===== config.mk =====
export PLATFORM = sky130hd
export DESIGN_NAME = demux_sched_flat
export DESIGN_NICKNAME = d
export VERILOG_FILES = /design/src/rtl/demux_sched_if.sv /design/src/rtl/demux_sched.sv /design/src/flat_wrapper.sv
export SDC_FILE = /design/constraint.sdc
export NUM_CORES = 1
export LEC_CHECK = 0
export CORE_MARGIN = 8
export CORE_UTILIZATION = 43
export CTS_BUF_LIST = sky130_fd_sc_hd__clkbuf_4
export CTS_CLUSTER_SIZE = 12
export DETAILED_ROUTE_END_ITERATION = 10
export HOLD_SLACK_MARGIN = 0.03
export PLACE_DENSITY = 0.77
export SLEW_MARGIN = 20
export SYNTH_ARGS = -nofsm -noshare
export SYNTH_HDL_FRONTEND = slang
export SYNTH_SLANG_ARGS = --single-unit

===== constraint.sdc =====
create_clock -name clk -period 1.81 [get_ports clk]
set_clock_uncertainty 0.2 [all_clocks]
set_input_delay 0.543 -clock clk [delete_from_list [all_inputs] [get_ports clk]]
set_output_delay 0.543 -clock clk [all_outputs]
set_load 0.02 [all_outputs]

===== src/rtl/demux_sched_if.sv =====
// rtl/demux_sched_if.sv - producer and two-consumer handshake bundle for demux_sched
interface demux_sched_if #(
  parameter int W = 4
);
  logic         in_valid;
  logic         in_ready;
  logic [W-1:0] in_data;
  logic         a_valid;
  logic         a_ready;
  logic [W-1:0] a_data;
  logic         b_valid;
  logic         b_ready;
  logic [W-1:0] b_data;

  // master: the surrounding producer/consumers; slave: the steering block
  modport master (
    output in_valid, in_data, a_ready, b_ready,
    input  in_ready, a_valid, a_data, b_valid, b_data
  );
  modport slave (
    input  in_valid, in_data, a_ready, b_ready,
    output in_ready, a_valid, a_data, b_valid, b_data
  );
endinterface


===== src/rtl/demux_sched.sv =====
// rtl/demux_sched.sv - single-entry 1-to-2 demux steering controller with saturating beat counters
module demux_sched #(
  parameter int W     = 4,
  parameter int CNT_W = 8
) (
  input  logic             clk,
  input  logic             rst_n,
  demux_sched_if.slave     bus,
  input  logic             mode,
  input  logic             cnt_clr,
  output logic             sel,
  output logic             busy,
  output logic [CNT_W-1:0] cnt_a,
  output logic [CNT_W-1:0] cnt_b
);

  typedef enum logic {
    EMPTY = 1'b0,
    FULL  = 1'b1
  } state_t;

  localparam logic [CNT_W-1:0] CNT_MAX = '1;

  state_t       state;
  state_t       state_nxt;
  logic         alive;
  logic         ptr;
  logic         ptr_eff;
  logic         deliver;
  logic         accept;
  logic         sel_nxt;
  logic [W-1:0] hold;

  always_ff @(posedge clk or negedge rst_n) begin
    if (!rst_n) state <= EMPTY;
    else        state <= state_nxt;
  end

  always_comb begin
    state_nxt   = state;
    busy        = 1'b0;
    deliver     = 1'b0;
    bus.a_valid = 1'b0;
    bus.b_valid = 1'b0;
    bus.a_data  = '0;
    bus.b_data  = '0;
    case (state)
      EMPTY: ;
      FULL: begin
        busy        = 1'b1;
        bus.a_valid = ~sel;
        bus.b_valid = sel;
        bus.a_data  = sel ? '0 : hold;
        bus.b_data  = sel ? hold : '0;
        deliver     = sel ? bus.b_ready : bus.a_ready;
      end
      default: ;
    endcase
    // alive keeps in_ready low until the first edge after reset release
    bus.in_ready = alive & ((state == EMPTY) | deliver);
    accept       = bus.in_valid & bus.in_ready;
    if (accept)       state_nxt = FULL;
    else if (deliver) state_nxt = EMPTY;
  end

  // Target for a newly accepted beat; ptr_eff lets a same-cycle refill see the post-delivery pointer
  always_comb begin
    ptr_eff = ptr ^ deliver;
    sel_nxt = ptr_eff;
    if (mode && bus.a_ready && !bus.b_ready)      sel_nxt = 1'b0;
    else if (mode && bus.b_ready && !bus.a_ready) sel_nxt = 1'b1;
  end

  always_ff @(posedge clk or negedge rst_n) begin
    if (!rst_n) begin
      alive <= 1'b0;
      ptr   <= 1'b0;
      sel   <= 1'b0;
      hold  <= '0;
      cnt_a <= '0;
      cnt_b <= '0;
    end else begin
      alive <= 1'b1;
      if (deliver) ptr <= ~ptr;
      if (accept) begin
        hold <= bus.in_data;
        sel  <= sel_nxt;
      end
      if (cnt_clr) begin
        cnt_a <= '0;
        cnt_b <= '0;
      end else if (deliver) begin
        if (!sel && cnt_a != CNT_MAX) cnt_a <= cnt_a + 1'b1;
        if (sel && cnt_b != CNT_MAX)  cnt_b <= cnt_b + 1'b1;
      end
    end
  end

endmodule

===== src/flat_wrapper.sv =====
// flat-port wrapper written by rule: the top's interface ports become plain ports
module demux_sched_flat 
#(
  parameter int W     = 4,
  parameter int CNT_W = 8
)
  (clk, rst_n, mode, cnt_clr, sel, busy, cnt_a, cnt_b, bus_in_valid, bus_in_data, bus_a_ready, bus_b_ready, bus_in_ready, bus_a_valid, bus_a_data, bus_b_valid, bus_b_data);
  demux_sched_if #(.W(W)) bus_i ();
  input  logic clk;
  input  logic rst_n;
  input  logic mode;
  input  logic cnt_clr;
  output logic sel;
  output logic busy;
  output logic [CNT_W-1:0] cnt_a;
  output logic [CNT_W-1:0] cnt_b;
  input wire logic [$bits(bus_i.in_valid)-1:0] bus_in_valid;
  input wire logic [$bits(bus_i.in_data)-1:0] bus_in_data;
  input wire logic [$bits(bus_i.a_ready)-1:0] bus_a_ready;
  input wire logic [$bits(bus_i.b_ready)-1:0] bus_b_ready;
  output wire logic [$bits(bus_i.in_ready)-1:0] bus_in_ready;
  output wire logic [$bits(bus_i.a_valid)-1:0] bus_a_valid;
  output wire logic [$bits(bus_i.a_data)-1:0] bus_a_data;
  output wire logic [$bits(bus_i.b_valid)-1:0] bus_b_valid;
  output wire logic [$bits(bus_i.b_data)-1:0] bus_b_data;
  assign bus_i.in_valid = bus_in_valid;
  assign bus_i.in_data = bus_in_data;
  assign bus_i.a_ready = bus_a_ready;
  assign bus_i.b_ready = bus_b_ready;
  assign bus_in_ready = bus_i.in_ready;
  assign bus_a_valid = bus_i.a_valid;
  assign bus_a_data = bus_i.a_data;
  assign bus_b_valid = bus_i.b_valid;
  assign bus_b_data = bus_i.b_data;
  demux_sched #(.W(W), .CNT_W(CNT_W)) u_core (.clk(clk), .rst_n(rst_n), .bus(bus_i), .mode(mode), .cnt_clr(cnt_clr), .sel(sel), .busy(busy), .cnt_a(cnt_a), .cnt_b(cnt_b));
endmodule

==> flow_metrics.tcl, run 1 <==
set metrics [dict create \
    powerDensity_nw_per_um2 876.6 \
    synth_top_family_by_area "simple AND/OR/NAND/NOR gates" \
    syn-cell-area_sq_um 1318 \
    r2r-end "u_core.cnt_b[5]$_DFFE_PN0P_" \
    worst_path_max_delay_cell "dlygate4sd2_1" \
    synth-edff-count 0 \
    rsz0062_at_grt "true" \
    grt_pass1_wl_um 6734 \
    die_h_um 71.36 \
    clk_pin_slew_ns 0.14 \
    path_max_fanout 2 \
    core_sq_um 2978 \
    synthMuxAreaShare_pct 5.698 \
    ir_drop_uv 719.4 \
    rows 20 \
    grt_max_degree 25 \
    start_util_pct 44.24 \
    combPwrFrac_pct 50.4 \
    worstSetupStartpoint "bus_a_ready" \
    gp_congestion 0.8145 \
    syn_nets 147 \
    status "complete, but fails checks" \
    synthFlopType "dfrtp_1" \
    nets 225 \
    max_freq_mhz 467.0 \
    p_int_mw 1.227 \
    slowest_delay_ns 0.28 \
    drc_errors 0 \
    drt_first_pass_iters 4 \
    synth_compound_gate_area_share_pct 13.77 \
    cp-start-kind "input port" \
    clk_path_buf_depth 2 \
    gr-usage-met2_pct 28.47 \
    max_cap_viol_count 0 \
    cts_tree "built" \
    die_w_um 71.36 \
    wl_per_cell_um 17.32 \
    setup_violations 19 \
    htreeDepth 1 \
    fp.dieArea_sq_um 5092 \
    cts_hold_buf 0 \
    ios 40 \
    total_power_mw 1.896 \
    fin_crit_ns 2.141 \
    cts_buffers 3 \
    ff_latch_area_sq_um 604.3 \
    cts_sinks 24 \
    use_met3_pct 4.463 \
    critPathCaptureType "primary output" \
    worstPathRequired_ns 1.07 \
    p_seq_share_pct 36.5 \
    grtUsageMet1_pct 17.36 \
    report.final.slew_viol_count 0 \
    syn_to_final_growth_pct 64.20 \
    synth_adder_area_share_pct 1.899 \
    switching_share_pct 35.29 \
    fin_crit_sh_pct 118.3 \
    synth_area_leaders "dfrtp_1, mux2_2, a21oi_1" \
    synth.largest_area_cell "dfrtp_1" \
    grt.total_usage_pct 15.97 \
    first_global_vias 1403 \
    yosys.area_share.simple_pct 25.55 \
    num_vias 1378 \
    clk_latency_ns 0.32 \
    synth_xor_xnor_area_share_pct 3.324 \
    insertedDiodeCount 0 \
    grt.busiest_layer "met2" \
    first_iter_violations 87 \
    synth_seq_area_share_pct 45.58 \
    cts_root_buffer "clkbuf_4" \
    yosysTopAreaCellShare_pct 45.58 \
    r2r_setup_slack_ns -0.09 \
    gr-total-overflow 0 \
    reg2regPathDepth 5 \
    crit_chain "dlygate4sd2_1 -> mux2i_2 -> nand2_1 -> and2_4 -> buf_6" \
    yosys_register_bits 24 \
    power_switching_mw 0.6692 \
    yosysWarnings 0 \
    dpl.hpwl_um 2732 \
    antenna_left 0 \
    utilization_pct 72.65 \
    viasPerCell 5.648 \
    fin_ws_ns -0.3313 \
    endpoint "bus_in_ready" \
    crit_type "input port to primary output" \
    multi_input_area_sq_um 784.5 \
    min-delay-path-class "input port to async pin" \
    yosysUniqueCellTypes 41 \
    portBuffers 39 \
    avgSynthCellArea_sq_um 9.832 \
    drive_above_1_share_pct 47.39 \
    fillers 218 \
    wirelength_um 4227 \
    clockPowerShare_pct 13.1 \
    synth_cells 134 \
    worstPathArrival_ns 1.40 \
    power.leakage_nw 0.9886 \
    violations "negative setup slack" \
    antenna_found_initial 0 \
    hold_viol 0 \
    reg2reg_from "u_core.cnt_b[1]$_DFFE_PN0P_" \
    async_flop_share_pct 100.0 \
]
## cell usage in the layout (no fill, tap or decap), types with 2 or more instances in the layout
master | synthesis | layout
and3_4 | 1 | 2
nor2b_1 | 2 | 2
buf_4 | 0 | 30
dfrtp_2 | 0 | 3
or3_1 | 4 | 2
clkbuf_2 | 0 | 5
xor2_1 | 4 | 4
or3_4 | 0 | 3
and3_1 | 4 | 3
clkdlybuf4s50_1 | 0 | 8
mux2i_1 | 3 | 2
a21oi_1 | 8 | 4
dlygate4sd2_1 | 0 | 2
a21o_4 | 0 | 2
clkbuf_4 | 0 | 3
or4_1 | 5 | 4
o31ai_1 | 5 | 4
mux2_2 | 4 | 4
buf_6 | 1 | 19
nor3_1 | 3 | 3
nor2_1 | 7 | 7
o21ai_0 | 6 | 5
clkdlybuf4s15_1 | 0 | 6
and2_4 | 0 | 5
dfrtp_1 | 24 | 21
and4_1 | 2 | 2
nand3_1 | 7 | 7
buf_2 | 3 | 7
a21oi_2 | 0 | 4
clkdlybuf4s15_2 | 0 | 2
nand2_1 | 10 | 9
inv_1 | 2 | 2
## logic make-up (layout without fill, tap and decap cells)
logic type,Yosys count,after routing
AO/OA/AOI/OAI,28,28
XOR/XNOR,5,5
adder cells (fa/ha/maj),2,2
buffers and inverters,9,86
flip-flops,24,24
multiplexers,7,7
other,1,1
AND/OR/NAND/NOR,58,58
## synthesized netlist by cell type (3+ instances only)
cell type and instances:
dfrtp_1 24, nand2_1 10, a21oi_1 8, nand3_1 7, nor2_1 7, and2_1 6
o21ai_0 6, o31ai_1 5, or4_1 5, and3_1 4, mux2_2 4, or3_1 4
xor2_1 4, buf_2 3, mux2i_1 3, nor3_1 3
## per-stage QoR
| stage | std cells | hold WS, ns | cell area [sq um] | setup TNS [ns] | setup WS [ns] |
|---|---|---|---|---|---|
| after floorplan | 134 | 0.04741 | 1371 | -0.2243 | -0.1159 |
| after global placement | 224 | 0.3076 | 1943 | -12.37 | -0.8760 |
| after detailed placement | 224 | 0.3147 | 1943 | -13.34 | -0.8890 |
| after CTS | 241 | 0.3585 | 2105 | -2.654 | -0.3124 |
| after global routing | 244 | 0.3682 | 2163 | -4.400 | -0.4040 |
| final | 244 | 0.3550 | 2163 | -3.267 | -0.3313 |
## cell type report
class | count | share of cell area (%)
clock buffer | 3 | 1.041
clock inverter | 1 | 0.1735
inverter | 2 | 0.3470
multi-input combinational | 101 | 36.26
sequential | 24 | 27.94
tap | 33 | 1.909
timing repair buffer | 80 | 32.33
## state kept, by name (all words and copies together) (netlist names)
| name | cells |
|---|---|
| u_core.cnt_b | 8 |
| u_core.alive | 1 |
| u_core.ptr | 1 |
| u_core.sel | 1 |
| u_core.cnt_a | 8 |
| u_core.state | 1 |
| u_core.hold | 4 |
## worst max-delay path, delay by kind of cell
kind	cells	cell delay [ns]
buffers and inverters	2	0.40
muxes	1	0.20
and+or+nand+nor	2	0.26
## power by group through the flow
stage / clock network (mW) / registers [mW] / logic [mW]
global placement: 0 / 0.691 / 0.701
floorplan: 0 / 0.694 / 0.399
finish: 0.249 / 0.691 / 0.956
detailed placement: 0 / 0.701 / 0.714
global route: 0.273 / 0.699 / 1.01
CTS: 0.254 / 0.691 / 0.860
## metal layers
metal  share of wire, %  vias to the layer above
li1                   -                      641
met1                 40                      688
met2                 53                       41
met3                5.0                        8
met4                2.0                        0
met5                  0                        -
## worst min-delay path by stage
stage,from,slack [ns],endpoint
finish,rst_n,0.35,u_core.cnt_b[2]$_DFFE_PN0P_
global route,rst_n,0.37,u_core.cnt_b[6]$_DFFE_PN0P_
CTS,u_core.hold[0]$_DFFE_PN0P_,0.36,u_core.hold[0]$_DFFE_PN0P_
detailed placement,u_core.hold[0]$_DFFE_PN0P_,0.31,u_core.hold[0]$_DFFE_PN0P_
global placement,u_core.hold[0]$_DFFE_PN0P_,0.31,u_core.hold[0]$_DFFE_PN0P_
floorplan,rst_n,0.05,u_core.alive$_DFF_PN0_
## timing repair
| action | in CTS | in global routing |
|---|---|---|
| resized for setup | 115 | 34 |
| setup buffers | 13 | 8 |
| setup endpoints to repair | 47 | 39 |
| pin swaps | 1 | 10 |
No activity file was read; power rests on OpenSTA's default activity.
==> run 2, diff against run 1 <==
- ABC_CLOCK_PERIOD_IN_PS: default -> 1810
- CTS_CLUSTER_DIAMETER: default -> 40
==> results of run 2 <==
The final DEF is identical to that of run 1; final timing and power are the same.
